[src/rtl/timer_pkg.sv]
// timer_pkg
//   Shared definitions for the timing blocks (microsecond delay timer and
//   its neighbours).
//   Contents:
//     state_t       FSM state encoding {IDLE, RUN, DONE}
//     CLK_FREQ_MHZ  system clock frequency in MHz; the tick generator
//                   divides by this to get its 1 us pulse
package timer_pkg;

  localparam int CLK_FREQ_MHZ = 36;

  typedef enum logic [1:0] {
    IDLE = 2'd0,
    RUN  = 2'd1,
    DONE = 2'd2
  } state_t;

endpackage

[src/rtl/us_delay_timer.sv]
// us_delay_timer
//   Programmable one-shot microsecond delay. While a delay runs, o_timer_en
//   enables the neighbouring 1 us tick generator, and each tick counts
//   o_remaining down. Completion is flagged with a one-cycle o_done pulse.
//   All outputs are registered.
//
// Optional feature (macro PERIODIC_EN):
//   Adds i_periodic, latched with i_start. A periodic run reloads the
//   latched delay on its terminal tick, pulses o_done and keeps running
//   until i_abort or reset. A periodic start with delay 0 acts as one-shot.
//
// Ports:
//   i_clk_36MHz  in   system clock
//   i_reset      in   synchronous active-high reset
//   i_tick_1us   in   single-cycle 1 us tick from the tick generator
//   i_start      in   start request pulse, honoured only in IDLE
//   i_abort      in   cancel a running delay (wins over start and tick)
//   i_periodic   in   (PERIODIC_EN only) repeat the delay until aborted
//   i_delay_us   in   delay length in us, captured when start is accepted
//   o_timer_en   out  tick generator enable, high only in RUN
//   o_busy       out  high whenever the FSM is not IDLE
//   o_done       out  one-cycle completion pulse
//   o_remaining  out  microseconds still to elapse
module us_delay_timer
  import timer_pkg::*;
#(
  parameter int DELAY_WIDTH = 16
) (
  input  logic                   i_clk_36MHz,
  input  logic                   i_reset,
  input  logic                   i_tick_1us,
  input  logic                   i_start,
  input  logic                   i_abort,
`ifdef PERIODIC_EN
  input  logic                   i_periodic,
`endif
  input  logic [DELAY_WIDTH-1:0] i_delay_us,
  output logic                   o_timer_en,
  output logic                   o_busy,
  output logic                   o_done,
  output logic [DELAY_WIDTH-1:0] o_remaining
);

  state_t                 state_q, state_d;
  logic [DELAY_WIDTH-1:0] remaining_q, remaining_d;
  logic                   done_q, done_d;
  logic                   timer_en_q, timer_en_d;
  logic                   busy_q, busy_d;
`ifdef PERIODIC_EN
  logic                   periodic_q, periodic_d;
  logic [DELAY_WIDTH-1:0] reload_q, reload_d;
`endif

  // Next-state logic. Output flops are loaded from the next state so they
  // line up with the state register instead of lagging it by a cycle.
  always_comb begin
    state_d     = state_q;
    remaining_d = remaining_q;
    done_d      = 1'b0;
`ifdef PERIODIC_EN
    periodic_d  = periodic_q;
    reload_d    = reload_q;
`endif
    case (state_q)
      IDLE: begin
        // Abort beats a simultaneous start; the start is simply dropped.
        if (i_start && !i_abort) begin
          if (i_delay_us != '0) begin
            state_d     = RUN;
            remaining_d = i_delay_us;
          end else begin
            state_d     = DONE;
            remaining_d = '0;
          end
`ifdef PERIODIC_EN
          periodic_d = i_periodic;
          reload_d   = i_delay_us;
`endif
        end
      end
      RUN: begin
        if (i_abort) begin
          state_d     = IDLE;
          remaining_d = '0;
        end else if (i_tick_1us && remaining_q != '0) begin
          // The zero guard keeps the counter from ever wrapping.
          if (remaining_q == DELAY_WIDTH'(1)) begin
`ifdef PERIODIC_EN
            if (periodic_q) begin
              remaining_d = reload_q;
              done_d      = 1'b1;
            end else begin
              state_d     = DONE;
              remaining_d = '0;
            end
`else
            state_d     = DONE;
            remaining_d = '0;
`endif
          end else begin
            remaining_d = remaining_q - DELAY_WIDTH'(1);
          end
        end
      end
      DONE: begin
        state_d = IDLE;
      end
      default: begin
        state_d     = IDLE;
        remaining_d = '0;
      end
    endcase
    if (state_d == DONE) begin
      done_d = 1'b1;
    end
    timer_en_d = (state_d == RUN);
    busy_d     = (state_d != IDLE);
  end

  always_ff @(posedge i_clk_36MHz) begin
    if (i_reset) begin
      state_q     <= IDLE;
      remaining_q <= '0;
      done_q      <= 1'b0;
      timer_en_q  <= 1'b0;
      busy_q      <= 1'b0;
`ifdef PERIODIC_EN
      periodic_q  <= 1'b0;
      reload_q    <= '0;
`endif
    end else begin
      state_q     <= state_d;
      remaining_q <= remaining_d;
      done_q      <= done_d;
      timer_en_q  <= timer_en_d;
      busy_q      <= busy_d;
`ifdef PERIODIC_EN
      periodic_q  <= periodic_d;
      reload_q    <= reload_d;
`endif
    end
  end

  assign o_timer_en  = timer_en_q;
  assign o_busy      = busy_q;
  assign o_done      = done_q;
  assign o_remaining = remaining_q;

endmodule

[config.mk]
export PLATFORM = sky130hd
export DESIGN_NAME = us_delay_timer
export DESIGN_NICKNAME = d
export VERILOG_FILES = /design/src/rtl/timer_pkg.sv /design/src/rtl/us_delay_timer.sv
export SDC_FILE = /design/constraint.sdc
export NUM_CORES = 1
export LEC_CHECK = 0
export CAP_MARGIN = 25
export CELL_PAD_IN_SITES_DETAIL_PLACEMENT = 0
export CELL_PAD_IN_SITES_GLOBAL_PLACEMENT = 2
export CORE_MARGIN = 4
export CORE_UTILIZATION = 29
export DETAILED_ROUTE_END_ITERATION = 16
export MAX_ROUTING_LAYER = met4
export PLACE_DENSITY = 0.81
export SLEW_MARGIN = 10
export SYNTH_ARGS = -nofsm -noshare
export SYNTH_HDL_FRONTEND = slang
export SYNTH_SLANG_ARGS = --single-unit
export TNS_END_PERCENT = 100
[constraint.sdc]
create_clock -name i_clk_36MHz -period 3.2 [get_ports i_clk_36MHz]
set_clock_uncertainty 0.05 [all_clocks]
set_input_delay 0.48 -clock i_clk_36MHz [delete_from_list [all_inputs] [get_ports i_clk_36MHz]]
set_output_delay 0.48 -clock i_clk_36MHz [all_outputs]
set_load 0.02 [all_outputs]
==> results_dict.tcl <==
set metrics [dict create \
    worst_pin_slew_ns 0.975 \
    dp_hpwl_mm 3.78 \
    grt_pass1_wl_mm 7.90 \
    hold_buffers 0 \
    fin_tns_setup_ns 0 \
    arrival_ns 2.74 \
    final_core_util 0.427 \
    r2r_setup_slack_ns 0.61 \
    clk_pin_slew_ns 0.08 \
    period_share 0.810 \
    netlist-cell-type-count 49 \
    setup_viol 0 \
    worstSkewPairLatency_ns 0.27 \
    peakVddDrop_uv 152 \
    ys_ff_latch 21 \
    ys.flop_type "dfxtp_1" \
    critPathCaptureType "flop" \
    path_depth 7 \
    synthArstFlopShare 0 \
    wl_mm 5.05 \
    rsz0062_at_grt "false" \
    fin_crit_ns 2.59 \
    synthCells 170 \
    cts_buffers 3 \
    place.gp.congestion 0.855 \
    setup.worst_path.start "o_remaining[0]$_SDFFE_PP0P_" \
    critPathLaunchType "flop" \
    fmax_mhz 386 \
    area_growth_pct 38.0 \
    routed_via_density 5.88 \
    r2r_end "o_remaining[3]$_SDFFE_PP0P_" \
    core_area_sq_um 4470 \
    grt_max_degree 14 \
    nFillCells 461 \
    grt_pass1_vias 1528 \
    crit_family "simple AND/OR/NAND/NOR gates" \
    io_pins 40 \
    r2r_cells 7 \
    layout-drive-gt1-share 0.0935 \
    multi_input_area_sq_um 916 \
    antenna_found_initial 0 \
    slew_headroom 0.344 \
    critPathRequiredTime_ns 3.35 \
    critPathBufInv 1 \
    syn_avg_cell_area_sq_um 8.14 \
    seq_area_sq_um 420 \
    netlist_area_sq_um 1380 \
    cp_max_fo 10 \
    cts_max_path_buffers 2 \
    leakage_uw 0.000697 \
    cts_tree "built" \
    drt_first_pass_iters 4 \
    hold_viol_final 0 \
    drv_cap 0 \
    hp-class "flop to flop" \
    die-area_sq_um 5940 \
    ant_nets 0 \
    critPathSlowestCell "nor4_2" \
    path_cells "inv_1, ha_1, or3b_2, o41ai_4, nor4_2, o311ai_0, o211ai_1" \
    initial_utilization 0.309 \
    slowest_delay_ns 0.86 \
    cts_resized 0 \
    setup.worst_path.end "o_remaining[3]$_SDFFE_PP0P_" \
    overflow 0 \
    status "completed" \
    die_height_microns 77.1 \
    p_per_area_nw_per_um2 409 \
    critical_path_class "flop to flop" \
    fp-row-count 24 \
    portBuffers 39 \
    nets 239 \
    synth_edf_count 0 \
    antenna-diode-count 0 \
    seq_area_frac_synth 0.304 \
    cts_max_level 1 \
    post_cts_buffers 0 \
    routedWlPerCell_microns 19.0 \
    cts_sinks 21 \
    grt_util_all_layers 0.171 \
    synth_fp_nets 194 \
    vias 1565 \
    yosysWarnings 0 \
    cts-root-buf "clkbuf_8" \
    slew_viol_final 0 \
    drc_errors 0 \
    r2r_start "o_remaining[0]$_SDFFE_PP0P_" \
    drt_iter0_drc 110 \
    die_w_microns 77.1 \
]
-- area by class of cell --
type | count | share of cell area
multi-input combinational | 137 | 0.480
timing repair buffer | 45 | 0.228
sequential | 21 | 0.220
tap | 52 | 0.0341
clock buffer | 3 | 0.0216
inverter | 7 | 0.0138
clock inverter | 1 | 0.00262
-- flip-flops by register name, summed over array words and instances (netlist names) --
register / flops
o_remaining: 16
o_done: 1
o_timer_en: 1
state_q: 2
o_busy: 1
-- through the flow --
| step | cells | total power, uW | setup WS (ns) | area [sq um] | hold WS (ns) |
|---|---|---|---|---|---|
| finish | 266 | 780 | 0.609 | 1910 | 0.469 |
| global route | 266 | 824 | 0.485 | 1910 | 0.553 |
| CTS | 266 | 788 | 0.604 | 1910 | 0.476 |
| detailed placement | 262 | 602 | 0.467 | 1860 | 0.456 |
| global placement | 262 | 602 | 0.481 | 1860 | 0.454 |
| floorplan | 170 | 483 | 0.963 | 1380 | 0.504 |
-- cell families (layout without fill, tap and decap cells) --
group,after synthesis,after routing,synth area share
buffers and inverters,12,56,0.0344
adder cells (fa/ha/maj),3,3,0.0271
XOR/XNOR,2,2,0.0127
AND/OR/NAND/NOR,75,75,0.314
flip-flops,21,21,0.304
AO/OA/AOI/OAI,57,57,0.308
-- layer usage --
metal | up-vias | part of all wire | global-route usage
li1 | 761 | - | -
met1 | 742 | 0.47 | 0.221
met2 | 54 | 0.47 | 0.272
met3 | 8 | 0.053 | 0.0316
met4 | 0 | 0.013 | 0.0498
met5 | - | 0 | -
-- layout by cell type (no fill, tap or decap), types with 3 or more instances in the layout --
master	count
nor3b_1	3
o22ai_1	3
nand3_1	7
dfxtp_1	21
nand2_1	14
a22oi_1	10
buf_4	6
nand4_1	3
clkdlybuf4s50_1	39
o21ai_0	6
a21oi_1	13
ha_1	3
nor4_1	9
nor3_1	4
nor2_1	15
or4_1	8
clkbuf_8	3
inv_1	7
-- synthesized netlist by cell type (all sizes together) (2+ instances only) --
| cell type | n | area [sq um] |
|---|---|---|
| dfxtp | 21 | 420 |
| nor2 | 15 | 56.3 |
| nand2 | 14 | 52.6 |
| a21oi | 13 | 65.1 |
| nor4 | 11 | 90.1 |
| a22oi | 10 | 75.1 |
| or4 | 8 | 60.1 |
| inv | 7 | 26.3 |
| nand3 | 7 | 35.0 |
| o21ai | 6 | 30.0 |
| nor3 | 4 | 20.0 |
| nor3b | 4 | 35.0 |
| o22ai | 4 | 31.3 |
| clkbuf | 3 | 11.3 |
| ha | 3 | 37.5 |
| nand4 | 3 | 18.8 |
| a211o | 2 | 18.8 |
| a21o | 2 | 15.0 |
| a22o | 2 | 17.5 |
| a31oi | 2 | 12.5 |
| buf | 2 | 10.0 |
| nand4b | 2 | 17.5 |
| o31ai | 2 | 15.0 |
| o41ai | 2 | 36.3 |
| or3b | 2 | 17.5 |
| xnor2 | 2 | 17.5 |
-- worst register-to-register path: cells and delay by family (launching register included) --
family / cells / cell delay, ns
AO/OA/AOI/OAI: 3 / 0.59
adder cells (fa/ha/maj): 1 / 0.22
buffers and inverters: 1 / 0.12
flip-flops: 1 / 0.44
AND/OR/NAND/NOR: 2 / 1.11
-- power breakdown --
part / switching (uW) / total (uW) / leakage [uW] / internal [uW]
combinational: 163 / 292 / 0.000499 / 129
sequential: 29.8 / 308 / 0.000172 / 278
clock: 93.3 / 180 / 0.0000255 / 86.9
-- worst min path at each step --
| stage | from | end | slack, ns | depth (start not counted) |
|---|---|---|---|---|
| finish | o_remaining[7]$_SDFFE_PP0P_ | o_remaining[7]$_SDFFE_PP0P_ | 0.47 | 2 |
| global route | o_remaining[6]$_SDFFE_PP0P_ | o_remaining[6]$_SDFFE_PP0P_ | 0.55 | 2 |
| CTS | o_remaining[7]$_SDFFE_PP0P_ | o_remaining[7]$_SDFFE_PP0P_ | 0.48 | 2 |
| detailed placement | o_remaining[7]$_SDFFE_PP0P_ | o_remaining[7]$_SDFFE_PP0P_ | 0.46 | 2 |
| global placement | o_remaining[7]$_SDFFE_PP0P_ | o_remaining[7]$_SDFFE_PP0P_ | 0.45 | 2 |
| floorplan | o_remaining[7]$_SDFFE_PP0P_ | o_remaining[7]$_SDFFE_PP0P_ | 0.50 | 2 |
Power figures use the tool's default switching activity.
